## config.mk

```make
export PLATFORM = sky130hd
export DESIGN_NAME = hazard_ctrl
export DESIGN_NICKNAME = d
export VERILOG_FILES = /design/src/rtl/hazard_pkg.sv /design/src/rtl/hazard_ctrl_fwd_sel.sv /design/src/rtl/hazard_ctrl.sv
export SDC_FILE = /design/constraint.sdc
export NUM_CORES = 1
export LEC_CHECK = 0
export CORE_MARGIN = 2
export CORE_UTILIZATION = 39
export DETAILED_ROUTE_END_ITERATION = 10
export PLACE_DENSITY_LB_ADDON = 0.1
export SETUP_SLACK_MARGIN = 0.2
export SYNTH_ARGS = -nofsm -noshare
export SYNTH_HDL_FRONTEND = slang
export SYNTH_HIERARCHICAL = 1
export SYNTH_SLANG_ARGS = --single-unit
export TNS_END_PERCENT = 50
```

## constraint.sdc

```tcl
create_clock -name clk -period 1.9 [get_ports clk]
set_input_delay 0.285 -clock clk [delete_from_list [all_inputs] [get_ports clk]]
set_output_delay 0.285 -clock clk [all_outputs]
set_load 0.03 [all_outputs]
```

## src/rtl/hazard_pkg.sv

```systemverilog
// Shared types and default configuration for the pipeline hazard controller.
package hazard_pkg;

  localparam int REG_ADDR_W_DEF  = 5;
  localparam int MDU_LATENCY_DEF = 4;
  localparam int CNT_W_DEF       = 32;

  typedef enum logic [1:0] {
    FWD_RF = 2'b00,
    FWD_W  = 2'b01,
    FWD_M  = 2'b10
  } fwd_sel_t;

  typedef enum logic [1:0] {
    IDLE,
    BUSY,
    DONE
  } mdu_state_t;

endpackage

```

## src/rtl/hazard_ctrl_fwd_sel.sv

```systemverilog
// Bypass select for one E-stage source operand; M stage wins over W,
// and register x0 is never forwarded.
module fwd_sel
  import hazard_pkg::*;
#(
  parameter int REG_ADDR_W = REG_ADDR_W_DEF
) (
  input  logic [REG_ADDR_W-1:0] i_rsE,
  input  logic [REG_ADDR_W-1:0] i_rdM,
  input  logic [REG_ADDR_W-1:0] i_rdW,
  input  logic                  i_regWriteM,
  input  logic                  i_regWriteW,
  output fwd_sel_t              o_fwd
);

  // Pick the youngest in-flight producer of the operand, if any.
  always_comb begin
    o_fwd = FWD_RF;
    if (i_regWriteM && (i_rdM == i_rsE) && (i_rsE != '0)) begin
      o_fwd = FWD_M;
    end else if (i_regWriteW && (i_rdW == i_rsE) && (i_rsE != '0)) begin
      o_fwd = FWD_W;
    end
  end

endmodule

```

## src/rtl/hazard_ctrl.sv

```systemverilog
// Pipeline hazard controller: operand forwarding, load-use stall, branch
// flush, memory-wait stall, optional multicycle MUL/DIV sequencer and a
// saturating stall-cycle counter.
// Optional MDU sequencer is compiled in when HAZARD_MDU_EN is defined.
module hazard_ctrl
  import hazard_pkg::*;
#(
  parameter int REG_ADDR_W  = REG_ADDR_W_DEF,
  parameter int MDU_LATENCY = MDU_LATENCY_DEF,
  parameter int CNT_W       = CNT_W_DEF
) (
  input  logic                  clk,
  input  logic                  reset,
  input  logic [REG_ADDR_W-1:0] Rs1D,
  input  logic [REG_ADDR_W-1:0] Rs2D,
  input  logic [REG_ADDR_W-1:0] Rs1E,
  input  logic [REG_ADDR_W-1:0] Rs2E,
  input  logic [REG_ADDR_W-1:0] RdE,
  input  logic [REG_ADDR_W-1:0] RdM,
  input  logic [REG_ADDR_W-1:0] RdW,
  input  logic                  RegWriteM,
  input  logic                  RegWriteW,
  input  logic                  ResultSrcE0,
  input  logic                  PCSrcE,
  input  logic                  MduStartE,
  input  logic                  MemReadyM,
  output logic [1:0]            ForwardAE,
  output logic [1:0]            ForwardBE,
  output logic                  StallF,
  output logic                  StallD,
  output logic                  StallE,
  output logic                  StallM,
  output logic                  FlushD,
  output logic                  FlushE,
  output logic                  FlushM,
  output logic                  FlushW,
  output logic                  MduBusy,
  output logic                  MduDone,
  output logic [CNT_W-1:0]      StallCnt
);

  fwd_sel_t         w_fwdA;
  fwd_sel_t         w_fwdB;
  logic             w_lwStall;
  logic             w_mduBusy;
  logic             w_mduDone;
  logic [CNT_W-1:0] r_stallCnt;

  fwd_sel #(.REG_ADDR_W(REG_ADDR_W)) u_fwdA (
    .i_rsE       (Rs1E),
    .i_rdM       (RdM),
    .i_rdW       (RdW),
    .i_regWriteM (RegWriteM),
    .i_regWriteW (RegWriteW),
    .o_fwd       (w_fwdA)
  );

  fwd_sel #(.REG_ADDR_W(REG_ADDR_W)) u_fwdB (
    .i_rsE       (Rs2E),
    .i_rdM       (RdM),
    .i_rdW       (RdW),
    .i_regWriteM (RegWriteM),
    .i_regWriteW (RegWriteW),
    .o_fwd       (w_fwdB)
  );

  assign ForwardAE = reset ? 2'b00 : w_fwdA;
  assign ForwardBE = reset ? 2'b00 : w_fwdB;

  assign w_lwStall = ResultSrcE0 && (RdE != '0) && ((Rs1D == RdE) || (Rs2D == RdE));

`ifdef HAZARD_MDU_EN
  localparam int MDU_CNT_W = (MDU_LATENCY > 2) ? $clog2(MDU_LATENCY) : 1;
  localparam logic [MDU_CNT_W-1:0] MDU_LOAD = MDU_CNT_W'(MDU_LATENCY - 2);

  mdu_state_t           r_state;
  mdu_state_t           w_stateNext;
  logic [MDU_CNT_W-1:0] r_cnt;
  logic [MDU_CNT_W-1:0] w_cntNext;

  // MDU state and remaining-cycle counter; reset aborts any running op.
  always_ff @(posedge clk) begin
    if (reset) begin
      r_state <= IDLE;
      r_cnt   <= '0;
    end else begin
      r_state <= w_stateNext;
      r_cnt   <= w_cntNext;
    end
  end

  // Sequencer: a memory wait freezes the count so the op keeps its slot.
  always_comb begin
    w_stateNext = r_state;
    w_cntNext   = r_cnt;
    case (r_state)
      IDLE: begin
        if (MduStartE && MemReadyM) begin
          w_stateNext = BUSY;
          w_cntNext   = MDU_LOAD;
        end
      end
      BUSY: begin
        if (MemReadyM) begin
          if (r_cnt == '0) begin
            w_stateNext = DONE;
          end else begin
            w_cntNext = r_cnt - MDU_CNT_W'(1);
          end
        end
      end
      DONE: begin
        w_stateNext = IDLE;
      end
      default: begin
        w_stateNext = IDLE;
      end
    endcase
  end

  assign w_mduBusy = (r_state == BUSY);
  assign w_mduDone = (r_state == DONE);
`else
  logic w_unused;
  assign w_unused  = MduStartE | (MDU_LATENCY < 2);
  assign w_mduBusy = 1'b0;
  assign w_mduDone = 1'b0;
`endif

  assign MduBusy = !reset && w_mduBusy;
  assign MduDone = !reset && w_mduDone;

  // Stall/flush resolution, highest priority first; branch flush is only
  // reachable when E is not held, so a stalled branch waits in E.
  always_comb begin
    StallF = 1'b0;
    StallD = 1'b0;
    StallE = 1'b0;
    StallM = 1'b0;
    FlushD = 1'b0;
    FlushE = 1'b0;
    FlushM = 1'b0;
    FlushW = 1'b0;
    if (reset) begin
      FlushD = 1'b1;
      FlushE = 1'b1;
      FlushM = 1'b1;
      FlushW = 1'b1;
    end else if (!MemReadyM) begin
      StallF = 1'b1;
      StallD = 1'b1;
      StallE = 1'b1;
      StallM = 1'b1;
      FlushW = 1'b1;
    end else if (w_mduBusy) begin
      StallF = 1'b1;
      StallD = 1'b1;
      StallE = 1'b1;
      FlushM = 1'b1;
    end else if (w_lwStall) begin
      StallF = 1'b1;
      StallD = 1'b1;
      FlushE = 1'b1;
    end else if (PCSrcE) begin
      FlushD = 1'b1;
      FlushE = 1'b1;
    end
  end

  // Count fetch-stall cycles, sticking at all-ones instead of wrapping.
  always_ff @(posedge clk) begin
    if (reset) begin
      r_stallCnt <= '0;
    end else if (StallF && (r_stallCnt != {CNT_W{1'b1}})) begin
      r_stallCnt <= r_stallCnt + CNT_W'(1);
    end
  end

  assign StallCnt = r_stallCnt;

endmodule

```

==> metrics.json <==
{
  "outcome": "finished, violations left",
  "failing_checks": "negative setup slack",
  "compound_cell_area_share_of_the_yosys_netlist_pct": 4.09,
  "num-fill-cells": 381,
  "ws_path_type": "flip-flop to flip-flop",
  "detail_route.wirelength_um": 6880,
  "overflow": 0,
  "grt_setup_unrepaired": "yes",
  "clock_tree.htree_level_count": 2,
  "start_kind": "flip-flop",
  "synth-adder-area-share_pct": 0.593,
  "power_per_cell_area_mw_per_mm2": 431,
  "cp.required_ns": 2.12,
  "vdd_drop_max_mv": 0.328,
  "latest_clock_arrival_within_the_worst_skew_pair_ns": 0.29,
  "antenna_left": 0,
  "worst_path_dominant_cell_family": "simple AND/OR/NAND/NOR gates",
  "dp.final_hpwl_um": 4500,
  "globalRouteMet2Util_pct": 39.5,
  "grtUsageMet3_pct": 5.35,
  "clock_tree_from_tritoncts": "yes",
  "ys_ff_latch": 32,
  "async_reset_ff_share_pct": 0,
  "maxClockFrequency_ghz": 0.505,
  "yosys_warnings": 6,
  "area.sequential_um2": 668,
  "placement.setup.worst_slack_ns": -0.744,
  "cp_data_arrival_time_ns": 2.20,
  "grtUsageTotal_pct": 22.2,
  "ctsLongestPathBuffers": 2,
  "main_combinational_cell_family_by_area_after_synthesis": "simple AND/OR/NAND/NOR gates",
  "timing.critical_path.slowest_stage_cell": "sky130_fd_sc_hd__or3_4",
  "first_global_vias": 2353,
  "grt_pass1_wl_um": 10900,
  "globalRoute.busiestLayer": "met2",
  "insertedDiodeCount": 0,
  "clock-root-buffer": "sky130_fd_sc_hd__clkbuf_8",
  "gp_routability_congestion": 0.838,
  "yosys-mux-area-fraction_pct": 0.533,
  "die-height_um": 77.6,
  "critical_path.most_common_cell": "sky130_fd_sc_hd__or3_4",
  "finalWorstPathRequiredPeriod_ns": 1.98,
  "p_leak_nw": 1.83,
  "post_synth_and_or_nand_nor_area_fraction_pct": 34.8,
  "numPortBuffers": 85,
  "multi_input_comb_area_mm2": 0.00174,
  "die_w_um": 77.6,
  "skew_ns": 0.00464,
  "clock_sinks": 32,
  "largest_register_ff_count": 32,
  "most-common-layout-cells": "46 x sky130_fd_sc_hd__buf_4, 39 x sky130_fd_sc_hd__xor2_1, 39 x sky130_fd_sc_hd__nor2_1",
  "fin_nets": 443,
  "synth.yosys.seq_area_share_pct": 30.3,
  "drv.max_cap_violation_count": 0,
  "critPathMaxStageDelay_ns": 0.41,
  "via_count": 2383,
  "initial_utilization_pct": 40.8,
  "synth-edff-count": 0,
  "syn-mean-instance-area_um2": 8.06,
  "layout-area-overhead-vs-synth_pct": 86.7,
  "count_of_placed_standard_cells_in_the_final_layout_fillers_left_out": 470,
  "dp_cells": 450,
  "finalHoldViolCount": 0,
  "postSynthCellCount": 262,
  "end_kind": "flip-flop",
  "coreArea_mm2": 0.00517,
  "path_buf_inv": 1,
  "post-route-worst-setup-slack_ns": -0.0801,
  "cts_hold_buf": 0,
  "die_footprint_mm2": 0.00602,
  "critical_path_peak_fanout": 4,
  "ys.flop_type": "sky130_fd_sc_hd__dfxtp_1",
  "crit_path_cell_trace": "nand3_2 -> or3_4 -> nor3_4 -> buf_6 -> nand3_4 -> or3_4 -> a21oi_2",
  "initial_antenna_violation_count": 0,
  "synth.lib_cells_used.distinct": 37,
  "final_layout_size_suffix_gt1_share_pct": 45.8,
  "mostFrequentLayoutCell": "sky130_fd_sc_hd__buf_4",
  "post-route-drc-count": 0,
  "num_rows": 26,
  "wire_per_inst_um": 14.6,
  "final.period_utilization_pct": 104,
  "synth.cell_area_mm2": 0.00211,
  "first_pass_iters": 4,
  "number_of_top_level_pins": 89,
  "detail_route.vias_per_cell": 5.07,
  "grt_use_met1_pct": 27.1,
  "hold_class": "flip-flop to flip-flop",
  "pin_count_of_the_biggest_net_entering_global_routing": 32,
  "xor_xnor_cell_area_share_of_the_yosys_netlist_pct": 24.1,
  "clk_transition_reported_paths_ns": 0.07,
  "detailedRoute.firstIterationViolations": 85,
  "timing_max_transition_violations_final": 0,
  "total_of_endpoints_with_negative_setup_slack_in_the_final_report": 6,
  "numCtsBuffers": 5
}
==> cells by family (layout without fill, tap and decap cells) <==
family,after synthesis,after routing
other cells,1,2
mux,1,1
compound gates,14,14
flops,32,32
fa+ha+maj,1,1
simple gates,135,136
buf+inv,20,156
xor+xnor,58,58
==> synth_stat cells (4+ instances only) <==
library cell | count | area [um2]
sky130_fd_sc_hd__a21oi_1 | 4 | 20.0
sky130_fd_sc_hd__and3_1 | 9 | 56.3
sky130_fd_sc_hd__buf_2 | 4 | 20.0
sky130_fd_sc_hd__buf_4 | 5 | 37.5
sky130_fd_sc_hd__clkbuf_1 | 5 | 18.8
sky130_fd_sc_hd__dfxtp_1 | 32 | 641
sky130_fd_sc_hd__inv_1 | 4 | 15.0
sky130_fd_sc_hd__nand2_1 | 9 | 33.8
sky130_fd_sc_hd__nand3_1 | 22 | 110
sky130_fd_sc_hd__nand4_1 | 14 | 87.6
sky130_fd_sc_hd__nor2_1 | 45 | 169
sky130_fd_sc_hd__nor2b_1 | 4 | 25.0
sky130_fd_sc_hd__nor3_1 | 4 | 20.0
sky130_fd_sc_hd__nor4_1 | 5 | 31.3
sky130_fd_sc_hd__o21ai_0 | 5 | 25.0
sky130_fd_sc_hd__xnor2_1 | 13 | 114
sky130_fd_sc_hd__xor2_1 | 45 | 394
==> area by class of cell <==
class | count | area share (%)
clock buffers | 5 | 1.75
clock inverters | 3 | 0.952
inverters | 4 | 0.381
multi-input cells | 212 | 44.2
flip-flops and latches | 32 | 17.0
well taps | 70 | 2.22
repair buffers | 144 | 33.5
==> power breakdown <==
group / internal [mW] / total, mW / switching, mW
registers: 0.668 / 0.671 / 0.00302
clock network: 0.382 / 0.643 / 0.261
logic: 0.186 / 0.384 / 0.198
total: 1.24 / 1.70 / 0.463
==> worst register-to-register path, cell delays in order (launching register included) <==
cell	delay [ns]
sky130_fd_sc_hd__dfxtp_2	0.34
sky130_fd_sc_hd__nand3_2	0.10
sky130_fd_sc_hd__or3_4	0.41
sky130_fd_sc_hd__nor3_4	0.29
sky130_fd_sc_hd__buf_6	0.17
sky130_fd_sc_hd__nand3_4	0.07
sky130_fd_sc_hd__or3_4	0.39
sky130_fd_sc_hd__a21oi_2	0.15
==> metal layers <==
layer / up-vias / part of all wire [%]
met4: 0 / 0.86
met2: 66 / 54
li1: 1165 / -
met5: - / 0
met3: 8 / 4.8
met1: 1144 / 41
==> metrics by stage <==
stage / utilization (%) / total power, mW / setup TNS (ns) / hold WS, ns / area [um2]
after detailed placement: 65.2 / 1.02 / -17.85 / 0.502 / 3370
after global routing: 76.2 / 1.77 / -2.35 / 0.549 / 3940
after floorplan: - / 0.843 / -0.729 / 0.575 / 2200
after global placement: 65.2 / 1.01 / -16.08 / 0.492 / 3370
after CTS: 71.5 / 1.68 / -0.00539 / 0.518 / 3700
final: 76.2 / 1.70 / -0.137 / 0.522 / 3940
==> timing repair <==
item / CTS / global route
cloned: 1 / 0
endpoints found under the setup margin: 56 / 53
pin swaps: 48 / 54
gates resized for setup: 202 / 59
setup buffers: 6 / 5
==> final timing paths <==
check,start,endpoint,slack (ns),cells after the start
hold reg to reg,StallCnt[15],StallCnt[15],0.52,2
hold / removal,StallCnt[15],StallCnt[15],0.52,2
setup / recovery,StallCnt[9],StallCnt[20],-0.08,7
setup reg to reg,StallCnt[9],StallCnt[20],-0.08,7
(Power assumes the default switching activity.)
